--- config.mk ---
export PLATFORM = sky130hd
export DESIGN_NAME = return_source
export DESIGN_NICKNAME = d
export VERILOG_FILES = /design/src/rtl/return_source_pkg.sv /design/src/rtl/return_source_sync_fifo.sv /design/src/rtl/return_source.sv
export SDC_FILE = /design/constraint.sdc
export NUM_CORES = 1
export LEC_CHECK = 0
export CAP_MARGIN = 10
export CORE_ASPECT_RATIO = 1.2
export CORE_MARGIN = 2
export CORE_UTILIZATION = 40
export DETAILED_ROUTE_END_ITERATION = 10
export DONT_BUFFER_PORTS = 1
export PLACE_DENSITY = 0.6
export SLEW_MARGIN = 20
export SYNTH_ARGS = -nofsm -noshare
export SYNTH_HDL_FRONTEND = slang
export SYNTH_SLANG_ARGS = --single-unit
--- constraint.sdc ---
create_clock -name clk -period 5.91 [get_ports clk]
set_input_delay 1.182 -clock clk [delete_from_list [all_inputs] [get_ports clk]]
set_output_delay 1.182 -clock clk [all_outputs]
set_load 0.05 [all_outputs]
--- src/rtl/return_source_pkg.sv ---
// Shared definitions for the return_source block: default word width and output FSM encoding.
package return_source_pkg;

  localparam int WIDTH_DEF = 32;

  typedef enum logic {
    IDLE = 1'b0,
    SEND = 1'b1
  } state_t;

endpackage

--- src/rtl/return_source_sync_fifo.sv ---
// Synchronous FIFO: storage array, registered pointers and occupancy count with full/empty.
module sync_fifo #(
  parameter int WIDTH = 32,
  parameter int DEPTH = 16,
  localparam int AW = $clog2(DEPTH)
) (
  input  logic             clk,
  input  logic             rstn,
  input  logic             push,
  input  logic [WIDTH-1:0] push_data,
  input  logic             pop,
  output logic [WIDTH-1:0] pop_data,
  output logic             full,
  output logic             empty
);

  localparam logic [AW:0] FULL_CNT = (AW+1)'(DEPTH);

  logic [WIDTH-1:0] mem [DEPTH];
  logic [AW-1:0]    wr_ptr;
  logic [AW-1:0]    rd_ptr;
  logic [AW:0]      count;

  // Storage carries no reset; only pointers and count define validity.
  always_ff @(posedge clk) begin
    if (push) mem[wr_ptr] <= push_data;
  end

  always_ff @(posedge clk or negedge rstn) begin
    if (!rstn) begin
      wr_ptr <= '0;
      rd_ptr <= '0;
      count  <= '0;
    end else begin
      if (push) wr_ptr <= wr_ptr + 1'b1;
      if (pop)  rd_ptr <= rd_ptr + 1'b1;
      case ({push, pop})
        2'b10:   count <= count + 1'b1;
        2'b01:   count <= count - 1'b1;
        default: count <= count;
      endcase
    end
  end

  assign pop_data = mem[rd_ptr];
  assign full     = (count == FULL_CNT);
  assign empty    = (count == '0);

endmodule

--- src/rtl/return_source.sv ---
// Return-path valid/ready transmitter: FIFO-buffered words driven back toward the source side.
// Optional stall counter enabled by defining RETURN_STALL_CNT_EN.
//
// state | meaning
// IDLE  | output register empty, rsp_valid low
// SEND  | output register holds a word, rsp_valid high until accepted
module return_source
  import return_source_pkg::*;
#(
  parameter int WIDTH = WIDTH_DEF,
  parameter int DEPTH = 16,
  localparam int AW = $clog2(DEPTH)
) (
  input  logic             clk,
  input  logic             rstn,
  input  logic             wr_en,
  input  logic [WIDTH-1:0] wr_data,
  output logic             fifo_full,
  output logic             fifo_empty,
  output logic             overflow,
  output logic             rsp_valid,
  input  logic             rsp_ready,
  output logic [WIDTH-1:0] rsp_data
`ifdef RETURN_STALL_CNT_EN
  ,
  output logic [15:0]      stall_cnt
`endif
);

  state_t           state;
  logic             push;
  logic             load;
  logic [WIDTH-1:0] head;

  assign push      = wr_en && !fifo_full;
  assign load      = !fifo_empty && (!rsp_valid || rsp_ready);
  assign rsp_valid = (state == SEND);

  sync_fifo #(
    .WIDTH (WIDTH),
    .DEPTH (DEPTH)
  ) u_fifo (
    .clk       (clk),
    .rstn      (rstn),
    .push      (push),
    .push_data (wr_data),
    .pop       (load),
    .pop_data  (head),
    .full      (fifo_full),
    .empty     (fifo_empty)
  );

  always_ff @(posedge clk or negedge rstn) begin
    if (!rstn) begin
      state    <= IDLE;
      rsp_data <= '0;
      overflow <= 1'b0;
    end else begin
      overflow <= wr_en && fifo_full;
      case (state)
        IDLE: begin
          if (load) begin
            state    <= SEND;
            rsp_data <= head;
          end
        end
        SEND: begin
          if (rsp_ready) begin
            if (load) rsp_data <= head;
            else      state    <= IDLE;
          end
        end
        default: state <= IDLE;
      endcase
    end
  end

`ifdef RETURN_STALL_CNT_EN
  always_ff @(posedge clk or negedge rstn) begin
    if (!rstn)
      stall_cnt <= '0;
    else if (rsp_valid && !rsp_ready && stall_cnt != 16'hFFFF)
      stall_cnt <= stall_cnt + 16'd1;
  end
`endif

endmodule

Yosys cells after proc, flatten, opt, wreduce, memory -nomap -nowiden
Memories as Yosys holds them, arrays and structs flattened.
Index checks and enable logic that the tools add are counted.
- flip-flop bits (word level): 47
- latch bits: 0
- memory bits (writable): 512
- ROM bits: 0
- input bits: 36
- output and inout port bits: 36
- word-level logic and storage cells: 34
- memories kept: 1
- memories (memory ; words ; bits a word ; read ports ; clocked after Yosys merged registers in ; wr ports ; RTL line ; RTL):
    u_fifo.mem ; 16 ; 32 ; 1 ; 0 ; 1 ; return_source_sync_fifo.sv:19 ; logic [WIDTH-1:0] mem [DEPTH];
- add/sub/neg operators: 4
- multipliers: 0
- divide/modulo/power cells: 0
- magnitude comparators: 0
- eq/ne operators: 4
- shift operators: 0
- multiplexer cells: 9
- bitwise operators: 1
- reduce and logical (&&, ||, !) cells: 9
- operator list (kind ; number):
    $mux W32 ; 2
    $pmux W32 S2 ; 1
    $pmux W5 S2 ; 1
    $add A4 B1 Y4 const B ; 2
    $add A5 B1 Y5 const B ; 1
    $eq A5 B5 Y1 const B ; 1
    $logic_not A5 Y1 ; 1
    $sub A5 B1 Y5 const B ; 1
    $mux W1 ; 4
    $logic_and A1 B1 Y1 ; 3
    $logic_not A1 Y1 ; 3
    $eq A2 B1 Y1 const B ; 1
    $eq A2 B2 Y1 const B ; 1
    $ne A2 B2 Y1 const B ; 1
    $pmux W1 S2 ; 1
    $reduce_bool A2 Y1 ; 1
    $logic_or A1 B1 Y1 ; 1
    $not A1 Y1 ; 1

Logic depth before layout (Yosys ltp)
Gate-level depths: netlist (run 1).
- depth after elaboration: 6
- gate-level depth with buffers: 12
- depth with buffers taken out: 10

Hierarchy
From an unflattened synthesis (run 1), not the netlist that was laid out.
- cells, all modules: 957
- area, all modules: 21284.2 µm²
- modules (own cells, without submodules) (module ; times used ; cells each ; area an instance (µm²) ; seq. area each (µm²)):
    sync_fifo ; 1 ; 882 ; 19997.9 ; 15700.1
    return_source ; 1 ; 75 ; 1286.2 ; 850.8

Least setup slack after synthesis (run 1)
OpenSTA, ideal clock, no wires.
- kind: input port to flip-flop
- start point: input port wr_en
- end point: memory u_fifo.mem[3][0] (enable)
- setup time: 0.461 ns
- arrival: 4.058 ns
- required time: 5.449 ns
- setup slack: 1.391 ns
- stages: 3
- path buffers: 0
- cell sequence: a21boi_1 nand2_1 nor3_1
- word-level cells in the longest chain between the ends: 3
- RTL lines (element ; RTL line ; RTL):
    start: declaration ; return_source.sv:16 ; input logic wr_en,
    $logic_and A1 B1 Y1 ; return_source.sv:35 ; assign push = wr_en && !fifo_full;
    $mux W1 ; return_source_sync_fifo.sv:26 ; if (push) mem[wr_ptr] <= push_data;
    $mux W1 (not written as such) ; return_source_sync_fifo.sv:26 ;
    end: declaration ; return_source_sync_fifo.sv:19 ;
No other way between the ends.

Final worst setup path (run 1)
- start point: register u_fifo.count[1]
- end point: output port fifo_empty
- word-level cells in the longest chain between the ends: 1
- RTL lines (element ; RTL line ; RTL):
    start: declaration ; return_source_sync_fifo.sv:22 ; logic [AW:0] count;
    start signal: assignment ; return_source_sync_fifo.sv:38 ; 2'b10: count <= count + 1'b1;
    start signal: assignment ; return_source_sync_fifo.sv:39 ; 2'b01: count <= count - 1'b1;
    start signal: assignment ; return_source_sync_fifo.sv:40 ; default: count <= count;
    $logic_not A5 Y1 ; return_source_sync_fifo.sv:47 ; assign empty = (count == '0);
    end: declaration ; return_source.sv:19 ; output logic fifo_empty,
No other way between the ends.

==> results of run 1 <==
## layout make-up
| type | instances | area [um2] | share of cell area |
|---|---|---|---|
| Clock inverter | 25 | 298 | 0.0124 |
| Sequential cell | 559 | 16600 | 0.687 |
| Inverter | 4 | 15.0 | 0.000623 |
| Timing Repair Buffer | 28 | 303 | 0.0126 |
| Clock buffer | 75 | 1500 | 0.0623 |
| Tap cell | 705 | 882 | 0.0366 |
| Multi-Input combinational cell | 337 | 4540 | 0.188 |
## state kept, by name (all words and copies together), names as in the netlist
register,cells
u_fifo.wr_ptr,4
overflow,1
u_fifo.count,5
rsp_valid,1
u_fifo.rd_ptr,4
rsp_data,32
u_fifo.mem,512
## power groups by stage
stage	logic (uW)	registers, uW	clock network, uW
2_1_floorplan	2280	5440	0
3_3_place_gp	2630	5790	0
3_5_place_dp	2690	5810	0
4_1_cts	2700	5730	3560
5_1_grt	2850	5780	3700
6_report	2640	5700	3480
## cells in the final DEF (no fill, tap or decap), types with 9 or more instances in the layout
cell | synthesis | routed
o22ai_1 | 60 | 60
edfxtp_1 | 512 | 512
a21oi_1 | 30 | 30
buf_4 | 0 | 22
clkbuf_16 | 0 | 55
mux2_2 | 34 | 34
ha_1 | 9 | 9
mux4_2 | 128 | 128
nor2_4 | 0 | 12
clkbuf_1 | 25 | 15
dfrtp_1 | 47 | 44
## metrics by stage
step                total power (uW)  hold WS, ns   util
floorplan                       7710        0.540      -
global placement                8430        0.586  0.422
detailed placement              8500        0.588  0.424
CTS                            12000        0.265  0.458
global route                   12300        0.269  0.458
finish                         11800        0.290  0.458
## routing by layer
metal	global-route usage	vias to the layer above	routed length (um)	share of wire
met5	0	-	0	0
met4	0.0515	0	1160	0.026
met3	0.0343	70	2590	0.058
met2	0.280	249	22800	0.51
met1	0.202	5095	17800	0.40
li1	-	4073	-	-
## critical path, delay by kind of cell (launching register included)
kind	cells	cell delay [ns]
and+or+nand+nor	2	1.36
DFF	1	0.47
## cells by family after synthesis
family                   share of synthesized area
AO/OA/AOI/OAI                               0.0330
XOR/XNOR                                   0.00494
adder cells (fa/ha/maj)                    0.00529
buffers and inverters                       0.0156
flip-flops                                   0.777
multiplexers                                 0.153
AND/OR/NAND/NOR                             0.0106
## worst paths after layout
path | startpoint | endpoint | slack, ns | depth (start not counted)
worst max-delay path | u_fifo.count[1] | fifo_empty | 2.32 | 2
worst min register to register | u_fifo.count[0] | u_fifo.count[0] | 0.61 | 1
max in group asynchronous | rstn | rsp_data[8] | 5.50 | 0
worst max register to register | u_fifo.count[1] | u_fifo.count[4] | 3.03 | 11
min in group clk | u_fifo.count[0] | u_fifo.count[0] | 0.61 | 1
worst min-delay path | rstn | rsp_data[26] | 0.29 | 0
==> key figures, run 1 <==
Status
  • Outcome: finished clean

Yosys
  • Mapped Nets: 1001
  • Synth area leaders: edfxtp_1, mux4_2, dfrtp_1, mux2_2, o22ai_1
  • Cell taking the most area after synthesis: edfxtp_1
  • Top-area cell type share of the netlist area: 0.722
  • Post-synth top cells: edfxtp_1, mux4_2, o22ai_1, dfrtp_1, mux2_2
  • EDFF count, synth: 512
  • Syn_area_per_cell: 22.3 um2
  • Gate Count Post-Synth: 956
  • Sequential cell area fraction in the yosys report: 0.777
  • Synthesis-stage register bit count: 559
  • Main synth FF type: edfxtp_1
  • Number of distinct library cells after synthesis: 37
  • Top-count cell post-synth: edfxtp_1
  • YS warnings: 0
  • Post-Syn Area: 21300 um2
  • Async S/R FF share, synth: 0.0841

Power and ir drop
  • Clock power share: 0.294
  • Leak: 0.00753 uW
  • Max VDD drop: 0.240 mV
  • Pint: 8230 uW
  • Switching Share: 0.303
  • P_sw: 3590 uW
  • Flop pwr share: 0.482
  • PD cells: 491 nW/um2
  • Combinational power share: 0.223

Clock network
  • CTS sink count: 559
  • Cts repair resizes: 0
  • Clock Path Buffers: 3
  • Inserted Clock Buffers: 53
  • Root buffer cell: clkbuf_16
  • Post-CTS Repair Setup Buffers: 0
  • Cts hold-fix bufs: 0
  • Clk_lat worst skew: 0.58 ns
  • H-tree levels: 2
  • CTS tree: done
  • Clk pin slew, worst setup/hold paths: 0.06 ns

Routing
  • DR iter-0 viols: 807
  • Routed Antenna Nets: 0
  • Drt wl/cell: 25.6 um
  • Vias per cell: 5.47
  • Residual DRC: 0
  • WL final: 44300 um
  • Total number of vias: 9487
  • DRT Pass-1 Iters: 5

STA
  • Fin worst setup slack: 2.32 ns
  • Fmax: 278 MHz
  • Slew HR: 0.326
  • Final hold vios: 0
  • Least-Margin Pin Slew: 1.01 ns
  • Period minus WS final: 3.59 ns
  • Setup_tns: 0 ns
  • Period utilisation layout: 0.608
  • Final clock skew: 0.0209 ns
  • RSZ-0062 raised after global routing: false
  • Final setup vio count: 0
  • Final Max Slew Viols: 0

Placement
  • Place WS: 2.52 ns
  • HPWL after DPL: 25300 um
  • Placed cells: 1633
  • I/O Buffers: 0
  • Placed Area: 22300 um2
  • RD Place Congestion: 0.726

Die
  • DIE AREA: 55100 um2
  • Ports: 72
  • Die width: 215 um
  • Core ar.: 52600 um2
  • Num rows: 92
  • Die H: 257 um
  • Starting Density: 0.405

Hold path
  • Hold Crit Class: input pin to async pin

Finish
  • Non-filler cells, final: 1733
  • Final instance area: 24100 um2
  • Area Overhead vs Synth: 13.1%
  • Antenna diodes: 0
  • Nets@finish: 1028
  • Layout cell share with drive strength beyond 1: 0.298
  • Fillers: 4337

Critical path
  • Critical Path, Cell by Cell: or4_4 -> nor2_1
  • WS Path Type: register to output port
  • Max Fanout on Critical Path: 8
  • Slowest CP cell: nor2_1
  • Delay of the slowest cell on the worst path: 0.76 ns
  • Required @ worst endpoint: 4.73 ns
  • Critical path endpoint category: output port
  • CP startpoint kind: register
  • CP arrival: 2.41 ns

Global route
  • Grt total ovfl: 0
  • Vias in the first global route: 10100
  • Initial antenna violation count: 1
  • First-pass GRT wire length: 66100 um
  • Largest net degree at the start of global routing: 76
  • GRT Total Usage: 0.161

Job
  • Max Cap Violations: 0
Note: power is estimated with default switching activity, not from simulation.
==> run 2: changes to the inputs <==
Clock period 5.91 ns to 3.32 ns, I/O delays scaled along.
==> run 2 against run 1 <==
Non-clock buffer count grew 26. Wire length rose by 3.8%. Setup slack worse by 1.8 ns. Cell area is 1.3% higher. Clock-buffer cell count unchanged. Highest routed layer unchanged.
==> key figures, run 2 (synthesis gave the netlist of run 1 again) <==
Job
  • Max Cap Violations: 0 (unchanged)

Clock network
  • CTS tree: done
  • Cts repair resizes: 0 (unchanged)
  • Root buffer cell: clkbuf_16
  • Inserted Clock Buffers: 52 (-1.9%)
  • Post-CTS Repair Setup Buffers: 0 (unchanged)
  • Clock Path Buffers: 3 (unchanged)
  • Clk_lat worst skew: 0.62 ns (+0.04 ns)
  • CTS sink count: 559 (unchanged)
  • H-tree levels: 2 (unchanged)
  • Clk pin slew, worst setup/hold paths: 0.06 ns (about the same)

Die
  • Starting Density: 0.405 (unchanged)
  • Die width: 215 um (unchanged)
  • Die H: 257 um (unchanged)
  • Num rows: 92 (unchanged)
  • Ports: 72 (unchanged)
  • Core ar.: 52600 um2 (unchanged)
  • DIE AREA: 55100 um2 (unchanged)

Finish
  • Fillers: 4345 (+0.18%)
  • Layout cell share with drive strength beyond 1: 0.317 (+0.0198)
  • Max reg flops: 512 (unchanged)
  • Most common cell after layout, fill and taps aside: edfxtp_1
  • Largest register by flop count: u_fifo.mem
  • Area Overhead vs Synth: 14.6%
  • Register Area: 16600 um2 (unchanged)
  • Multi-input logic area: 4560 um2 (+0.55%)
  • Commonest non-fill, non-tap cells in the layout: edfxtp_1, mux4_2, o22ai_1, clkbuf_16, dfrtp_1
  • Nets@finish: 1053 (+2.4%)
  • Layout Utilization: 0.464 (+0.00585)
  • Top flop regs: u_fifo.mem: 512 flops, rsp_data: 32 flops, u_fifo.count: 5 flops

Power and ir drop
  • Switching Share: 0.309 (+0.00536)
  • Clock power share: 0.290 (-0.004)
  • Leak: 0.00770 uW (+2.2%)
  • Max VDD drop: 0.518 mV (+120%)
  • Combinational power share: 0.242 (+0.019)
  • Pint: 14800 uW (+79%)
  • PD cells: 875 nW/um2 (+78%)
  • P_sw: 6590 uW (+84%)
  • Flop pwr share: 0.468 (-0.014)

Routing
  • Routed Antenna Nets: 0 (unchanged)
  • WL final: 46000 um (+3.8%)
  • Drt wl/cell: 26.1 um (+2.3%)
  • DRT Pass-1 Iters: 5 (unchanged)
  • DR iter-0 viols: 842 (+4.3%)
  • Residual DRC: 0 (unchanged)
  • Vias per cell: 5.52 (+0.85%)
  • Total number of vias: 9711 (+2.4%)

Critical path
  • WS Path Type: register to register
  • CP startpoint kind: register
  • Reg-to-Reg Start: u_fifo.count[1]
  • Critical path endpoint category: register
  • Crit path launch: u_fifo.count[1]
  • Max Fanout on Critical Path: 9 (+1)
  • Required @ worst endpoint: 3.79 ns (-0.94 ns)
  • CP arrival: 3.25 ns (+0.84 ns)

Hold path
  • Hold Crit Start: wr_data[22]
  • Hold Crit Class: input pin to register

STA
  • Final clock skew: 0.0278 ns (+0.00693 ns)
  • Least-Margin Pin Slew: 0.884 ns (-0.127 ns)
  • RSZ-0062 raised after global routing: false
  • Period minus WS final: 2.77 ns
  • Slew HR: 0.411 (+0.0846)
  • Fmax: 360 MHz
  • Final setup vio count: 0 (unchanged)
  • Period utilisation layout: 0.836
  • Final Max Slew Viols: 0 (unchanged)
  • Setup_tns: 0 ns (unchanged)
  • Final hold vios: 0 (unchanged)

Placement
  • RD Place Congestion: 0.735 (+1.2%)
  • I/O Buffers: 0 (unchanged)
  • HPWL after DPL: 26900 um (+6.3%)

Global route
  • Grt total ovfl: 0 (unchanged)
  • Initial antenna violation count: 1 (unchanged)
  • Vias in the first global route: 10300 (+1.9%)
  • First-pass GRT wire length: 68800 um (+4.1%)
  • GRT Total Usage: 0.170 (+0.00883)
  • Largest net degree at the start of global routing: 69 (-9.2%)

Status
  • Outcome: finished clean
## run 2: path summary, 6_finish.rpt
kind	endpoint	slack, ns	depth (start not counted)
max reg2reg	u_fifo.count[4]	0.55	11
min reg2reg	u_fifo.count[0]	0.62	1
max	u_fifo.count[4]	0.55	11
max in group asynchronous	u_fifo.rd_ptr[3]	2.42	2
min in group asynchronous	rsp_data[22]	0.58	2
min	u_fifo.mem[9][22]	0.14	0
## run 2: timing repair
action / CTS / global route
hold buffers: 2 / 0
setup endpoints to repair: 0 / 0
hold endpoints to repair: 47 / 0
## run 2: layout make-up
| class | instances | share of cell area |
|---|---|---|
| diodes | 2 | 0.000205 |
| clock inverters | 23 | 0.0116 |
| flip-flops and latches | 559 | 0.679 |
| repair buffers | 54 | 0.0237 |
| well taps | 705 | 0.0361 |
| inverters | 4 | 0.000615 |
| clock buffers | 75 | 0.0622 |
| multi-input cells | 337 | 0.187 |
## run 2: routing by layer
layer,track usage,vias to the layer above,wire [um]
met4,0.0490,0,965
li1,-,4128,-
met1,0.219,5279,18800
met3,0.0372,60,2530
met5,0,-,0
met2,0.290,244,23700
## run 2: worst max-delay path: stages (launching register included)
cell,delay [ns]
dfrtp_1,0.47
nor4_2,0.53
a21boi_1,0.13
buf_4,0.19
inv_1,0.08
ha_1,0.34
xor2_1,0.12
ha_1,0.23
o21a_1,0.17
o21ai_0,0.15
a22oi_1,0.12
xnor2_1,0.13
## run 2: through the flow
stage / instances / hold slack, ns / setup WS, ns / area (um2) / total power [uW]
global route: 1759 / 0.108 / 0.366 / 24400 / 22300
CTS: 1757 / 0.103 / 0.559 / 24400 / 21600
floorplan: 956 / 0.368 / 0.173 / 21300 / 13700
detailed placement: 1657 / 0.371 / 0.579 / 22600 / 15400
global placement: 1657 / 0.371 / 0.612 / 22600 / 15400
finish: 1759 / 0.140 / 0.546 / 24400 / 21300
## run 2: power groups by stage
stage | clock network (uW) | registers (uW) | logic [uW]
2_1_floorplan | 0 | 9670 | 4060
3_3_place_gp | 0 | 10100 | 5240
3_5_place_dp | 0 | 10200 | 5260
4_1_cts | 6320 | 10000 | 5300
5_1_grt | 6590 | 10100 | 5580
6_report | 6190 | 9990 | 5170
